### src/rtl/z_result_buf_pkg.sv
// Shared constants and types for the Z result buffer slice.
package z_pkg;

    localparam int unsigned Z_W      = 32;
    localparam int unsigned Z_SLICES = 2;
    localparam int unsigned Z_DEPTH  = 4;

    typedef enum logic {
        Z_IDLE,
        Z_DRIVE
    } z_seq_state_t;

    // Slice-select width; stays 1 bit even for single-slice results.
    function automatic int unsigned z_sel_w(input int unsigned slices);
        return (slices > 1) ? $clog2(slices) : 1;
    endfunction

endpackage

### src/rtl/z_result_buf_if.sv
// Bus-side bundle of the Z result buffer: ALU push/read controls and status.
interface z_result_buf_if
    import z_pkg::*;
#(
    parameter int unsigned W      = Z_W,
    parameter int unsigned SLICES = Z_SLICES,
    parameter int unsigned DEPTH  = Z_DEPTH
);
    localparam int unsigned RW = W * SLICES;
    localparam int unsigned SW = z_sel_w(SLICES);
    localparam int unsigned CW = $clog2(DEPTH) + 1;

    logic [RW-1:0] D;
    logic          ZIn;
    logic          ZOut;
    logic [SW-1:0] ZSel;
    logic          ZPop;
    logic          ZSeqStart;
    logic [W-1:0]  Z;
    logic          ZValid;
    logic          ZBusy;
    logic          full;
    logic          empty;
    logic [CW-1:0] count;
    logic          ovf;

    modport master (
        output D, ZIn, ZOut, ZSel, ZPop, ZSeqStart,
        input  Z, ZValid, ZBusy, full, empty, count, ovf
    );

    modport slave (
        input  D, ZIn, ZOut, ZSel, ZPop, ZSeqStart,
        output Z, ZValid, ZBusy, full, empty, count, ovf
    );

endinterface

### src/rtl/z_result_buf_fifo.sv
// Result storage FIFO: array, wrap pointers, occupancy and sticky overflow.
module z_result_fifo #(
    parameter int unsigned RW    = 64,
    parameter int unsigned DEPTH = 4,
    localparam int unsigned PW   = $clog2(DEPTH),
    localparam int unsigned CW   = $clog2(DEPTH) + 1
) (
    input  logic          clk_i,
    input  logic          rst_ni,
    input  logic          push_i,
    input  logic          pop_i,
    input  logic [RW-1:0] wdata_i,
    output logic [RW-1:0] head_o,
    output logic          full_o,
    output logic          empty_o,
    output logic [CW-1:0] count_o,
    output logic          ovf_o
);

    logic [RW-1:0] mem_q [DEPTH];
    logic [PW-1:0] wptr_q, wptr_d;
    logic [PW-1:0] rptr_q, rptr_d;
    logic [CW-1:0] count_q, count_d;
    logic          ovf_q, ovf_d;
    logic          push_ok, pop_ok;

    assign full_o  = (count_q == CW'(DEPTH));
    assign empty_o = (count_q == '0);

    // A full buffer is never empty, so a same-cycle pop always makes room.
    assign pop_ok  = pop_i && !empty_o;
    assign push_ok = push_i && (!full_o || pop_i);

    always_comb begin
        wptr_d  = wptr_q;
        rptr_d  = rptr_q;
        ovf_d   = ovf_q;
        count_d = count_q + CW'(push_ok) - CW'(pop_ok);
        if (push_ok) wptr_d = wptr_q + 1'b1;
        if (pop_ok)  rptr_d = rptr_q + 1'b1;
        if (push_i && !push_ok) ovf_d = 1'b1;
    end

    always_ff @(posedge clk_i) begin
        if (!rst_ni) begin
            wptr_q  <= '0;
            rptr_q  <= '0;
            count_q <= '0;
            ovf_q   <= 1'b0;
        end else begin
            wptr_q  <= wptr_d;
            rptr_q  <= rptr_d;
            count_q <= count_d;
            ovf_q   <= ovf_d;
        end
    end

    always_ff @(posedge clk_i) begin
        if (push_ok) mem_q[wptr_q] <= wdata_i;
    end

    assign head_o  = mem_q[rptr_q];
    assign count_o = count_q;
    assign ovf_o   = ovf_q;

endmodule

### src/rtl/z_result_buf.sv
// Z result buffer top: FIFO of wide ALU results, slice mux, registered bus output.
// Z_AUTO_SEQ_EN builds the auto-sequencer that streams and retires the head entry.
module z_result_buf
    import z_pkg::*;
#(
    parameter int unsigned W      = Z_W,
    parameter int unsigned SLICES = Z_SLICES,
    parameter int unsigned DEPTH  = Z_DEPTH
) (
    input  logic           clk,
    input  logic           clr,
    z_result_buf_if.slave  zb
);

    localparam int unsigned RW = W * SLICES;
    localparam int unsigned SW = z_sel_w(SLICES);

    logic [RW-1:0] head;
    logic          fifo_empty;
    logic          pop_req;
    logic          rd_en;
    logic [SW-1:0] rd_sel;
    logic [W-1:0]  z_q, z_d;
    logic          zv_q, zv_d;

    z_result_fifo #(
        .RW    (RW),
        .DEPTH (DEPTH)
    ) u_fifo (
        .clk_i   (clk),
        .rst_ni  (clr),
        .push_i  (zb.ZIn),
        .pop_i   (pop_req),
        .wdata_i (zb.D),
        .head_o  (head),
        .full_o  (zb.full),
        .empty_o (fifo_empty),
        .count_o (zb.count),
        .ovf_o   (zb.ovf)
    );

    assign zb.empty = fifo_empty;

`ifdef Z_AUTO_SEQ_EN
    z_seq_state_t  state_q, state_d;
    logic [SW-1:0] slc_q, slc_d;

    always_ff @(posedge clk) begin
        if (!clr) begin
            state_q <= Z_IDLE;
            slc_q   <= '0;
        end else begin
            state_q <= state_d;
            slc_q   <= slc_d;
        end
    end

    // Sequencer owns the read/pop path whenever it is starting or driving.
    always_comb begin
        state_d = state_q;
        slc_d   = slc_q;
        rd_en   = zb.ZOut;
        rd_sel  = zb.ZSel;
        pop_req = zb.ZPop;
        case (state_q)
            Z_IDLE: begin
                if (zb.ZSeqStart && !fifo_empty) begin
                    state_d = Z_DRIVE;
                    slc_d   = '0;
                    rd_en   = 1'b0;
                    pop_req = 1'b0;
                end
            end
            Z_DRIVE: begin
                rd_en   = 1'b1;
                rd_sel  = slc_q;
                pop_req = 1'b0;
                if (slc_q == SW'(SLICES - 1)) begin
                    pop_req = 1'b1;
                    state_d = Z_IDLE;
                    slc_d   = '0;
                end else begin
                    slc_d = slc_q + 1'b1;
                end
            end
            default: state_d = Z_IDLE;
        endcase
    end

    assign zb.ZBusy = (state_q == Z_DRIVE);
`else
    logic unused_seq_start;

    assign unused_seq_start = zb.ZSeqStart;

    always_comb begin
        rd_en   = zb.ZOut;
        rd_sel  = zb.ZSel;
        pop_req = zb.ZPop;
    end

    assign zb.ZBusy = 1'b0;
`endif

    // Out-of-range selects match no slice and leave the bus at zero.
    always_comb begin
        z_d  = '0;
        zv_d = 1'b0;
        if (rd_en && !fifo_empty) begin
            for (int unsigned k = 0; k < SLICES; k++) begin
                if (rd_sel == SW'(k)) begin
                    z_d  = head[k*W +: W];
                    zv_d = 1'b1;
                end
            end
        end
    end

    always_ff @(posedge clk) begin
        if (!clr) begin
            z_q  <= '0;
            zv_q <= 1'b0;
        end else begin
            z_q  <= z_d;
            zv_q <= zv_d;
        end
    end

    assign zb.Z      = z_q;
    assign zb.ZValid = zv_q;

endmodule

### src/flat_wrapper.sv
// flat-port wrapper written by rule: the top's interface ports become plain ports
module z_result_buf_flat import z_pkg::*;
#(
    parameter int unsigned W      = Z_W,
    parameter int unsigned SLICES = Z_SLICES,
    parameter int unsigned DEPTH  = Z_DEPTH
)
  (clk, clr, zb_D, zb_ZIn, zb_ZOut, zb_ZSel, zb_ZPop, zb_ZSeqStart, zb_Z, zb_ZValid, zb_ZBusy, zb_full, zb_empty, zb_count, zb_ovf);
  z_result_buf_if #(.W(W), .SLICES(SLICES), .DEPTH(DEPTH)) zb_i ();
  input  logic clk;
  input  logic clr;
  input wire logic [$bits(zb_i.D)-1:0] zb_D;
  input wire logic [$bits(zb_i.ZIn)-1:0] zb_ZIn;
  input wire logic [$bits(zb_i.ZOut)-1:0] zb_ZOut;
  input wire logic [$bits(zb_i.ZSel)-1:0] zb_ZSel;
  input wire logic [$bits(zb_i.ZPop)-1:0] zb_ZPop;
  input wire logic [$bits(zb_i.ZSeqStart)-1:0] zb_ZSeqStart;
  output wire logic [$bits(zb_i.Z)-1:0] zb_Z;
  output wire logic [$bits(zb_i.ZValid)-1:0] zb_ZValid;
  output wire logic [$bits(zb_i.ZBusy)-1:0] zb_ZBusy;
  output wire logic [$bits(zb_i.full)-1:0] zb_full;
  output wire logic [$bits(zb_i.empty)-1:0] zb_empty;
  output wire logic [$bits(zb_i.count)-1:0] zb_count;
  output wire logic [$bits(zb_i.ovf)-1:0] zb_ovf;
  assign zb_i.D = zb_D;
  assign zb_i.ZIn = zb_ZIn;
  assign zb_i.ZOut = zb_ZOut;
  assign zb_i.ZSel = zb_ZSel;
  assign zb_i.ZPop = zb_ZPop;
  assign zb_i.ZSeqStart = zb_ZSeqStart;
  assign zb_Z = zb_i.Z;
  assign zb_ZValid = zb_i.ZValid;
  assign zb_ZBusy = zb_i.ZBusy;
  assign zb_full = zb_i.full;
  assign zb_empty = zb_i.empty;
  assign zb_count = zb_i.count;
  assign zb_ovf = zb_i.ovf;
  z_result_buf #(.W(W), .SLICES(SLICES), .DEPTH(DEPTH)) u_core (.clk(clk), .clr(clr), .zb(zb_i));
endmodule
### config.mk
export PLATFORM = sky130hd
export DESIGN_NAME = z_result_buf_flat
export DESIGN_NICKNAME = d
export VERILOG_FILES = /design/src/rtl/z_result_buf_pkg.sv /design/src/rtl/z_result_buf_if.sv /design/src/rtl/z_result_buf_fifo.sv /design/src/rtl/z_result_buf.sv /design/src/flat_wrapper.sv
export SDC_FILE = /design/constraint.sdc
export NUM_CORES = 1
export LEC_CHECK = 0
export CAP_MARGIN = 20
export CELL_PAD_IN_SITES_DETAIL_PLACEMENT = 1
export CELL_PAD_IN_SITES_GLOBAL_PLACEMENT = 2
export CORE_MARGIN = 2
export CORE_UTILIZATION = 35
export CTS_BUF_LIST = sky130_fd_sc_hd__clkbuf_8 sky130_fd_sc_hd__clkbuf_16
export CTS_CLUSTER_DIAMETER = 120
export CTS_CLUSTER_SIZE = 30
export DETAILED_ROUTE_END_ITERATION = 8
export PLACE_DENSITY_LB_ADDON = 0.1
export RECOVER_POWER = 50
export REMOVE_ABC_BUFFERS = 1
export SLEW_MARGIN = 20
export SYNTH_ARGS = -nofsm -noshare
export SYNTH_HDL_FRONTEND = slang
export SYNTH_SLANG_ARGS = --single-unit
### constraint.sdc
create_clock -name clk -period 3.9 [get_ports clk]
set_clock_uncertainty 0.2 [all_clocks]
set_input_delay 0.78 -clock clk [delete_from_list [all_inputs] [get_ports clk]]
set_output_delay 0.78 -clock clk [all_outputs]
set_load 0.03 [all_outputs]
# After elaboration in Yosys (flattened, before gate mapping)

Memory sizes are Yosys's and may differ from the RTL's. A register that Yosys moved wholly into a read port is not among the register bits.
Cells that the tools add are included.

$add $sub $neg: 4
Eq/ne operators: 1
Multiplexer cells: 6
Reductions and logical operators: 10

Operators by type and width:

| operator                                    | number |
|---|---|
| 2-to-1 mux 32 bit                           | 1 |
| adder 2 x 1 -> 2 bit, second input constant | 2 |
| logical AND 1 bit                           | 4 |
| 2-to-1 mux 2 bit                            | 2 |
| adder 3 x 1 -> 3 bit                        | 1 |
| equality test 3 bit, second input constant  | 1 |
| zero test 1 bit                             | 3 |
| zero test 3 bit                             | 1 |
| 2-to-1 mux 1 bit                            | 3 |
| subtractor 3 x 1 -> 3 bit                   | 1 |
| AND reduction 2 bit                         | 1 |
| logical OR 1 bit                            | 1 |

Register bits after elaboration: 41
RAM bits: 256
Input port bits: 71
Output and inout bits: 40
Word-level logic and storage cells: 28
Memories: 1

Memory list:

| name                | words | bits a word | read ports | clocked after Yosys merged registers in | write ports | RTL line                | source |
|---|---|---|---|---|---|---|---|
| u_core.u_fifo.mem_q | 4     | 64          | 1          | 1                                       | 1           | z_result_buf_fifo.sv:20 | `logic [RW-1:0] mem_q [DEPTH];` |

# Longest topological paths before layout

Depth in word-level cells: 6
Depth in mapped cells: 12
Mapped depth without buffers: 10

# Hierarchy

Synthesis repeated with hierarchy kept, for this count alone.

Cell total of the unflattened synthesis: 497
Area, all modules: 11,059.4 µm²

By module, submodules not included:

| module        | instances | cells each | area each (µm²) | seq. area each (µm²) |
|---|---|---|---|---|
| z_result_fifo | 1         | 389        | 9,836.9         | 7,887.6 |
| z_result_buf  | 1         | 108        | 1,222.4         | 660.6 |

# Worst setup path before layout

Ideal clock, no wire load.

Path kind: input to register
Start: input zb_ZPop
End: memory u_core.u_fifo.mem_q[0][0], enable pin
Setup time: 429 ps
Arrival time: 2,722 ps
Required time: 3,271 ps
Slack: 549 ps
Cell stages on the path: 4
Path buffers: 1
Path through: nor4b_1 nor2b_1 clkbuf_1 and2_1

Longest elaborated chain between the ends: 4

RTL lines:

| item                                   | RTL line                | source |
|---|---|---|
| start, declared                        | flat_wrapper.sv:16      | `input wire logic [$bits(zb_i.ZPop)-1:0] zb_ZPop;` |
| logical OR 1 bit                       | z_result_buf_fifo.sv:32 | `assign push_ok = push_i && (!full_o \|\| pop_i);` |
| logical AND 1 bit                      | z_result_buf_fifo.sv:32 |  |
| 2-to-1 mux 1 bit                       | z_result_buf_fifo.sv:59 | `if (push_ok) mem_q[wptr_q] <= wdata_i;` |
| 2-to-1 mux 1 bit (implied by the code) | z_result_buf_fifo.sv:59 |  |
| end, declared                          | z_result_buf_fifo.sv:20 |  |

No other way between the ends.

# Worst setup path in the final report

Start: input zb_ZPop
End: memory u_core.u_fifo.mem_q[2][19], enable pin

The elaborated chain is that of the path after synthesis.

==> key figures <==
Worst setup path
  • CP startpoint: zb_ZPop
  • Endpoint type of the worst setup path: flip-flop
  • Crit path required time: between 3 and 4 ns
  • CP Class: input pin to flip-flop
  • Max FO, Critical Path: 57
  • Arr. time, crit path: 3.06 ns
  • Worst r2r src: u_core.u_fifo.count_o[1]
  • Crit path launch type: input pin

Pwr
  • Power density over cell area: 541.7 mW/mm^2
  • Max VDD drop: 0.3718 mV
  • Final Power: between 6000 and 7000 uW
  • Leakage power: slightly above 0.004 uW

Clock tree
  • # hold bufs at CTS: 0
  • Total CTS buffers: 13
  • Worst-Skew Late Latency: roughly 0.51 ns
  • Setup Fix Bufs, Post-CTS: 0
  • CTS tree: done
  • H-tree depth: 1
  • Post-CTS sizing: 0
  • CTS Sinks: approximately 300
  • Maximum root-to-sink buffer count: 3
  • CTS clk-pin slew, worst paths: ~0.11 ns
  • CTS Root Cell: clkbuf_16

Run status
  • Status: finished clean

Synthesis
  • Async SR Flop Fraction: 0%
  • Post-synth EDFFs: between 200 and 300
  • Yosys synthesis warning count: 0
  • Seq/Total Area, Yosys: 78.86%
  • Synth Instances: between 400 and 500
  • Synth Register Bits: about 300
  • Unique cell type count in the Yosys netlist: 30
  • Synth Area per Inst: about 23 um^2
  • Synthesized area: between 0.01 and 0.015 mm^2
  • Synth Flop Type: edfxtp_1

Routing
  • Final ANT Viol Nets: 0
  • Vias per inst: roughly 4.9
  • DRC errors left: 0
  • Vias: roughly 4800
  • Number of DRC markers in iteration 0: 213
  • Routed WL: approximately 22000 um
  • Initial DRT Pass Iterations: 4
  • DR WL/cell: roughly 22 um

Timing
  • Fmax achieved: ~0.32 GHz
  • Final critical-path share of the clock period: between 70% and 80%
  • RSZ-0062 raised after global routing: false
  • Rel. slew slack: between 30% and 40%
  • Tmin final: between 3 and 4 ns
  • Fin. max-slew vios: 0
  • Tightest Pin Transition: 1.033 ns
  • Final Hold Viols: 0
  • Setup violators final: 0
  • Fin worst setup slack: between 0.7 and 0.8 ns

Floorplan
  • Core Box Area: 0.03051 mm^2
  • Row Count: 64
  • Die area: around 0.032 mm^2
  • I/O Pins: about 110
  • Chip height: approximately 180 um
  • Initial Utilization: between 30% and 40%
  • Die Wd: approximately 180 um

Final layout
  • # nets final: about 650
  • Most frequent cells in the layout: 256 x edfxtp_1, 66 x dlygate4sd3_1, 61 x mux4_2, 42 x clkdlybuf4s50_1, 41 x dfxtp_1
  • Synth-to-layout area growth: 17.97%
  • Share of layout cells above drive strength 1: 16.47%
  • Most common cell after layout, fill and taps aside: edfxtp_1

Global route
  • Number of global-route vias before repair: 5669
  • Largest net degree at the start of global routing: 65
  • Total track usage: 13.60%
  • Grt ovf: 0
  • Number of antenna violations at the first check in global routing: 4
  • First-pass GRT wire length: between 30000 and 40000 um

Placement
  • Port Buffer Count: around 110
  • Gpl congestion: just under 0.7
  • DP Worst Slack: 0.5636 ns
  • DP HPWL: ~12000 um

Min path
  • Tightest Hold Check Type: flip-flop to flip-flop
  • Hold wc startpoint: u_core.u_fifo.ovf_o

Job
  • Max-Cap Viols: 0
## worst max-delay path, cell delays in order
cell and delay (ns):
dlygate4sd3_1 0.58, nor4b_1 0.08, nor2b_1 0.19, clkbuf_1 0.29, and2_0 0.67, buf_12 0.43
## registers in the layout, indices dropped and copies added, names as in the netlist, named ones only
register               flops
u_core.u_fifo.count_o      3
u_core.u_fifo.mem_q      256
u_core.u_fifo.ovf_o        1
u_core.u_fifo.rptr_q       2
u_core.u_fifo.wptr_q       2
u_core.zb.Z               32
u_core.zb.ZValid           1
## power breakdown
group / total, uW / internal (uW) / switching (uW)
registers: 3970 / 3770 / 206
clock network: 1550 / 624 / 928
logic: 1400 / 748 / 653
## Yosys cell counts, drive strengths merged (2+ instances only)
library cell | instances | area [um^2]
mux2i | 2 | 20.02
inv | 7 | 26.28
mux4 | 64 | 1453
buf | 21 | 178.9
a22o | 32 | 282.8
clkbuf | 5 | 28.77
dfxtp | 43 | 860.8
nand2 | 4 | 15.01
xnor2 | 3 | 26.28
ha | 6 | 75.07
nor2b | 3 | 18.77
edfxtp | 256 | 7687
and2 | 11 | 71.32
## metal layers
layer	vias to the layer above	share of wire (%)	global-route usage [%]
met3	31	3.5	2.492
met4	2	2.2	3.382
met1	2586	42	16.85
met2	93	52	24.57
met5	-	0.051	0
li1	2137	-	-
## layout make-up
type	instances	area [um^2]
Clock inverter	9	38.79
Inverter	7	26.28
Sequential cell	299	8556
Antenna cell	2	5.005
Tap cell	396	495.5
Multi-Input combinational cell	135	2062
Clock buffer	13	325.3
Fill cell	2826	17720
Timing Repair Buffer	120	1280
## logic make-up (layout without fill, tap and decap cells)
group | count (synthesis) | after routing | synth area share [%]
DFF | 299 | 299 | 78.86
muxes | 66 | 66 | 13.59
AOI/OAI and AO/OA | 36 | 36 | 3.001
buffers and inverters | 33 | 149 | 2.158
and+or+nand+nor | 21 | 21 | 1.166
adders and majority gates | 7 | 7 | 0.8772
xor gates and xnor gates | 4 | 4 | 0.3232
other | 1 | 3 | 0.03459
## metrics by stage
step,setup TNS [ns],instance area [um^2],cells,util (%),hold WS [ns]
final,0,12790,981,41.92,0.3175
after CTS,0,12800,979,41.96,0.3243
after global routing,0,12780,979,41.90,0.3798
after floorplan,-0.09892,10630,441,-,0.2677
after detailed placement,0,12440,957,40.76,0.2876
after global placement,0,12440,957,40.76,0.2758
## final timing paths
kind	end	slack, ns	cells after the start
hold reg to reg	u_core.u_fifo.ovf_o	0.32	2
setup / recovery	u_core.u_fifo.mem_q[2][19]	0.79	6
setup reg to reg	u_core.u_fifo.mem_q[2][19]	1.10	5
hold / removal	u_core.u_fifo.ovf_o	0.32	2
Power figures use the tool's default switching activity.
